## src/rtl/motors_dispatcher.sv

```systemverilog
// Servo-then-step command dispatcher for the plotter: moves the pen servo, waits for it
// to settle, then drives concurrent X/Y step/dir pulse trains; also holds current position.
package motors_dispatcher_pkg;
  localparam logic SERVO_POS_UP   = 1'b0;
  localparam logic SERVO_POS_DOWN = 1'b1;
endpackage

module motors_dispatcher
  import motors_dispatcher_pkg::*;
#(
  parameter int PULSE_NUM_WIDTH     = 16,
  parameter int POS_WIDTH           = 16,
  parameter int STEP_PERIOD_CYCLES  = 4,
  parameter int SERVO_SETTLE_CYCLES = 8
) (
  input  logic                        clk,
  input  logic                        reset,
  input  logic signed [PULSE_NUM_WIDTH-1:0] pulse_num_x,
  input  logic signed [PULSE_NUM_WIDTH-1:0] pulse_num_y,
  input  logic                        servo_pos,
  input  logic                        trigger,
  input  logic signed [POS_WIDTH-1:0] new_x,
  input  logic signed [POS_WIDTH-1:0] new_y,
  input  logic                        update,
  output logic                        step_x,
  output logic                        dir_x,
  output logic                        step_y,
  output logic                        dir_y,
  output logic                        servo_out,
  output logic                        busy,
  output logic                        done,
  output logic signed [POS_WIDTH-1:0] cur_x,
  output logic signed [POS_WIDTH-1:0] cur_y
);

  localparam int MW = PULSE_NUM_WIDTH + 1;
  localparam int PW = (STEP_PERIOD_CYCLES > 2) ? $clog2(STEP_PERIOD_CYCLES) : 1;
  localparam int SW = (SERVO_SETTLE_CYCLES > 1) ? $clog2(SERVO_SETTLE_CYCLES) : 1;
  localparam logic [PW-1:0] PHASE_LAST  = PW'(STEP_PERIOD_CYCLES - 1);
  localparam logic [PW-1:0] PHASE_HALF  = PW'(STEP_PERIOD_CYCLES / 2);
  localparam logic [SW-1:0] SETTLE_LAST = SW'(SERVO_SETTLE_CYCLES - 1);

  typedef enum logic [1:0] {
    IDLE,
    SERVO_WAIT,
    STEPPING,
    DONE
  } state_e;

  state_e          state_q, state_d;
  logic [MW-1:0]   rem_x_q, rem_x_d, rem_y_q, rem_y_d;
  logic [MW-1:0]   rem_x_dec, rem_y_dec;
  logic [PW-1:0]   phase_q, phase_d;
  logic [SW-1:0]   settle_q, settle_d;
  logic            dir_x_q, dir_x_d, dir_y_q, dir_y_d;
  logic            servo_q, servo_d;
  logic signed [POS_WIDTH-1:0] cur_x_q, cur_y_q;

  // One extra bit so the most negative count has a representable magnitude.
  function automatic logic [MW-1:0] magnitude(input logic [PULSE_NUM_WIDTH-1:0] v);
    logic [MW-1:0] ext;
    ext = {v[PULSE_NUM_WIDTH-1], v};
    return v[PULSE_NUM_WIDTH-1] ? (~ext + MW'(1)) : ext;
  endfunction

  assign rem_x_dec = (rem_x_q != '0) ? rem_x_q - MW'(1) : rem_x_q;
  assign rem_y_dec = (rem_y_q != '0) ? rem_y_q - MW'(1) : rem_y_q;

  // NOTE: every signal driven here gets a default first, so no path can infer a latch.
  always_comb begin
    state_d  = state_q;
    rem_x_d  = rem_x_q;
    rem_y_d  = rem_y_q;
    phase_d  = phase_q;
    settle_d = settle_q;
    dir_x_d  = dir_x_q;
    dir_y_d  = dir_y_q;
    servo_d  = servo_q;

    unique case (state_q)
      IDLE: begin
        if (trigger) begin
          rem_x_d  = magnitude(pulse_num_x);
          rem_y_d  = magnitude(pulse_num_y);
          dir_x_d  = pulse_num_x[PULSE_NUM_WIDTH-1];
          dir_y_d  = pulse_num_y[PULSE_NUM_WIDTH-1];
          servo_d  = servo_pos;
          phase_d  = '0;
          settle_d = '0;
          state_d  = (servo_pos != servo_q) ? SERVO_WAIT : STEPPING;
        end
      end
      SERVO_WAIT: begin
        if (settle_q == SETTLE_LAST) begin
          settle_d = '0;
          state_d  = STEPPING;
        end else begin
          settle_d = settle_q + SW'(1);
        end
      end
      STEPPING: begin
        if (rem_x_q == '0 && rem_y_q == '0) begin
          state_d = DONE;
        end else if (phase_q == PHASE_LAST) begin
          phase_d = '0;
          rem_x_d = rem_x_dec;
          rem_y_d = rem_y_dec;
          if (rem_x_dec == '0 && rem_y_dec == '0) state_d = DONE;
        end else begin
          phase_d = phase_q + PW'(1);
        end
      end
      DONE:    state_d = IDLE;
      default: state_d = IDLE;
    endcase
  end

  // NOTE: sequential state uses non-blocking assignments so all registers update together.
  always_ff @(posedge clk or negedge reset) begin
    if (!reset) begin
      state_q  <= IDLE;
      rem_x_q  <= '0;
      rem_y_q  <= '0;
      phase_q  <= '0;
      settle_q <= '0;
      dir_x_q  <= 1'b0;
      dir_y_q  <= 1'b0;
      servo_q  <= SERVO_POS_UP;
    end else begin
      state_q  <= state_d;
      rem_x_q  <= rem_x_d;
      rem_y_q  <= rem_y_d;
      phase_q  <= phase_d;
      settle_q <= settle_d;
      dir_x_q  <= dir_x_d;
      dir_y_q  <= dir_y_d;
      servo_q  <= servo_d;
    end
  end

  // Position tracking is independent of the command FSM.
  always_ff @(posedge clk or negedge reset) begin
    if (!reset) begin
      cur_x_q <= '0;
      cur_y_q <= '0;
    end else if (update) begin
      cur_x_q <= new_x;
      cur_y_q <= new_y;
    end
  end

  assign busy      = (state_q != IDLE);
  assign done      = (state_q == DONE);
  assign step_x    = (state_q == STEPPING) && (phase_q < PHASE_HALF) && (rem_x_q != '0);
  assign step_y    = (state_q == STEPPING) && (phase_q < PHASE_HALF) && (rem_y_q != '0);
  assign dir_x     = dir_x_q;
  assign dir_y     = dir_y_q;
  assign servo_out = servo_q;
  assign cur_x     = cur_x_q;
  assign cur_y     = cur_y_q;

endmodule

```

## config.mk

```make
export PLATFORM = sky130hd
export DESIGN_NAME = motors_dispatcher
export DESIGN_NICKNAME = d
export VERILOG_FILES = /design/src/rtl/motors_dispatcher.sv
export SDC_FILE = /design/constraint.sdc
export NUM_CORES = 1
export LEC_CHECK = 0
export ABC_AREA = 1
export CAP_MARGIN = 30
export CORE_MARGIN = 10
export CORE_UTILIZATION = 56
export CTS_CLUSTER_DIAMETER = 60
export DETAILED_ROUTE_END_ITERATION = 12
export GPL_TIMING_DRIVEN = 0
export MAX_ROUTING_LAYER = met4
export PLACE_DENSITY = 0.9
export SKIP_LAST_GASP = 1
export SLEW_MARGIN = 30
export SYNTH_ARGS = -nofsm -noshare
export SYNTH_HDL_FRONTEND = slang
export SYNTH_SLANG_ARGS = --single-unit
```

## constraint.sdc

```tcl
create_clock -name clk -period 3.4 [get_ports clk]
set_input_delay 0.68 -clock clk [delete_from_list [all_inputs] [get_ports clk]]
set_output_delay 0.68 -clock clk [all_outputs]
set_load 0.05 [all_outputs]
```

==> metrics.md <==
| Metric | Value |
|---|---|
| Outcome | `finished, final reports clean` |
| Max-cap violation count | `0` |
| CP max stage cell | `clkdlybuf4s50_1` |
| Flop2flop setup slack | `920 ps` |
| Skew final | `14.2 ps` |
| Ant. Diodes | `0` |
| Share of the synthesized area in the top cell type | `0.361` |
| Final antenna-violating net count | `0` |
| Die ar. | `13700 um2` |
| Register area share after synthesis | `0.361` |
| PortBufs | `105` |
| Leading cell type in the layout, fill and taps excluded | `nand2_1` |
| Largest stage delay, worst path | `830 ps` |
| Relative slew slack | `0.600` |
| Clk_lat worst skew | `350 ps` |
| Critical path class | `flip-flop to primary output` |
| Post-Syn Nets | `806` |
| Top cells by area, synth | `dfrtp_1, nand2_1, mux2_2, nor2_1, nand3_1` |
| Final instance area | `6720 um2` |
| Final cell count without fillers | `955` |
| Final setup fails | `0` |
| RSZ-0062 raised after global routing | `false` |
| Fin crit share | `0.942` |
| Crit path max fanout | `19` |
| Yosys warning count | `0` |
| Die H | `117 um` |
| CTS sink count | `76` |
| Crit-path cells | `inv_1 > ha_1 > buf_2 > nand2_1 > nor2_1 > clkdlybuf4s50_1` |
| Most used flip-flop cell after synthesis | `dfrtp_1` |
| Initial antenna violation count | `0` |
| DR iter-0 viols | `596` |
| Multi-input gate area | `2980 um2` |
| Max-slew violations | `0` |
| Largest net degree at the start of global routing | `51` |
| Hold Crit Class | `input port to asynchronous set/reset pin` |
| Placer Congestion | `0.988` |
| Area delta synth->final | `27.5%` |
| Leakage power | `3.12 nW` |
| CTS tree | `built` |
| CTS Hold Bufs | `0` |
| Synth Instances | `724` |
| Vias | `5397` |
| Depth of the CTS H-tree | `3` |
| Ports | `108` |
| CTS clock-pin slew for the worst setup and hold paths | `80 ps` |
| # DRC | `0` |
| Post-Route WL | `16.2 mm` |
| Most frequent cells in the layout | `nand2_1, clkdlybuf4s50_1, nor2_1` |
| Syn avg cell area | `7.28 um2` |
| Startpoint types | `flip-flop` |
| Clock buffer count from CTS | `9` |
| Filler instances | `720` |
| Avg WL per Cell | `16.9 um` |
| Worst path required time | `2720 ps` |
| Post-DR vias/cell | `5.65` |
| FF+latch count, synth | `76` |
| DR pass1 iterations | `5` |
| Critical path capture point type | `primary output` |
| Distinct cells, synth | `43` |
| VDD IR max | `0.000841 V` |
| Final Hold Fails | `0` |
| Clock tree buffer depth | `2` |
| Post-synth ARST share | `1.00` |
| Share of cells above drive strength 1 | `0.118` |
| Area post-placement | `6490 um2` |
| Worst path buffer plus inverter count | `3` |
| Final Critical Period | `3200 ps` |
| Core area | `9200 um2` |
| FMAX | `0.312 GHz` |
| Die X | `117 um` |
| Initial Utilization | `0.573` |
| Dpl cells | `941` |
| Cell Pwr Density | `793 nW/um2` |
| Gr usage total | `0.244` |
| Total grt overflow | `0` |
| Final core occ | `0.731` |
| Post-DP HPWL | `12.8 mm` |
| Worst-Margin Slew | `600 ps` |
| EDFF count, synth | `0` |
| Reg area | `1900 um2` |
| Pwr Total | `5.33 mW` |
| Crit path max-delay family | `buffers and inverters` |
| Root Driver | `clkbuf_8` |
| First-pass GRT wire length | `25.9 mm` |
| NumNets Final | `922` |
| Number of global-route vias before repair | `5211` |
| Cell Rows | `35` |
| CP Data Arrival Time | `2520 ps` |
| Setup TNS | `0 ps` |
| Dominant cell type by area after synthesis | `dfrtp_1` |
| Synthesized cell area | `5270 um2` |
layout make-up:
cell class	count	area share
clock buffer	9	0.0184
tap	111	0.0207
sequential	76	0.283
timing repair buffer	106	0.160
multi-input combinational	553	0.443
buffer	21	0.0171
inverter	73	0.0408
clock inverter	6	0.0168
stage by stage:
step,hold slack (ps),setup WS [ps]
2_1_floorplan,384,890
3_3_place_gp,474,-1050
3_5_place_dp,478,214
4_1_cts,257,207
5_1_grt,252,67.5
6_report,254,198
repair_timing:
action	4_1_cts	5_1_grt
setup buffers	0	0
resized for setup	0	0
setup endpoints to repair	2	0
state kept, by name (all words and copies together), names as in the netlist:
| name | flops |
|---|---|
| cur_y | 16 |
| state_q | 2 |
| dir_x | 1 |
| servo_out | 1 |
| cur_x | 16 |
| settle_q | 3 |
| rem_x_q | 17 |
| rem_y_q | 17 |
| phase_q | 2 |
| dir_y | 1 |
final timing paths:
| check | from | endpoint | cells after the start |
|---|---|---|---|
| max reg2reg | state_q[0] | rem_x_q[10] | 9 |
| min reg2reg | dir_x | dir_x | 2 |
| min in group clk | dir_x | dir_x | 2 |
| min | reset | cur_x[10] | 1 |
| max in group asynchronous | reset | rem_y_q[6] | 2 |
| max | state_q[0] | step_x | 6 |
routing by layer:
layer,vias up,wire length [um],part of all wire,track usage
met1,2450,7080,0.44,0.318
met5,-,0,0,-
met4,0,351,0.022,0.0725
met2,315,6930,0.43,0.373
met3,40,1810,0.11,0.0525
li1,2592,-,-,-
cells in the mapped netlist (4+ instances only):
cell type and n:
ha_1 13, clkbuf_1 9, nor2_4 6, nand4_1 8
nor3_1 8, xor2_1 14, inv_2 4, nor2_1 92
inv_1 68, mux2_2 32, nor2_2 11, dfrtp_1 76
xnor2_1 4, buf_2 5, a21oi_1 17, nand3_1 55
o21ai_1 16, nand2_1 187, nand2_2 10, o21ai_0 40
o22ai_1 11
worst reg2reg max path, delay by kind of cell (launching register included):
| family | cells | cell delay (ps) |
|---|---|---|
| AOI/OAI and AO/OA | 1 | 90 |
| adders and majority gates | 1 | 190 |
| buffers and inverters | 5 | 1390 |
| DFF | 1 | 420 |
| and+or+nand+nor | 2 | 290 |
where the power goes:
part | leakage (nW) | internal, mW | switching (mW) | total [mW]
clock | 0.120 | 0.486 | 0.350 | 0.837
sequential | 0.921 | 1.19 | 0.286 | 1.47
combinational | 2.08 | 0.984 | 2.03 | 3.02
total | 3.12 | 2.66 | 2.67 | 5.33
kinds of logic after synthesis:
| kind of cell | Yosys count | synth area share |
|---|---|---|
| buffers and inverters | 95 | 0.0745 |
| muxes | 32 | 0.0684 |
| xor gates and xnor gates | 18 | 0.0299 |
| and+or+nand+nor | 390 | 0.329 |
| DFF | 76 | 0.361 |
| adders and majority gates | 13 | 0.0309 |
| AOI/OAI and AO/OA | 100 | 0.106 |
Note: power is estimated with default switching activity, not from simulation.
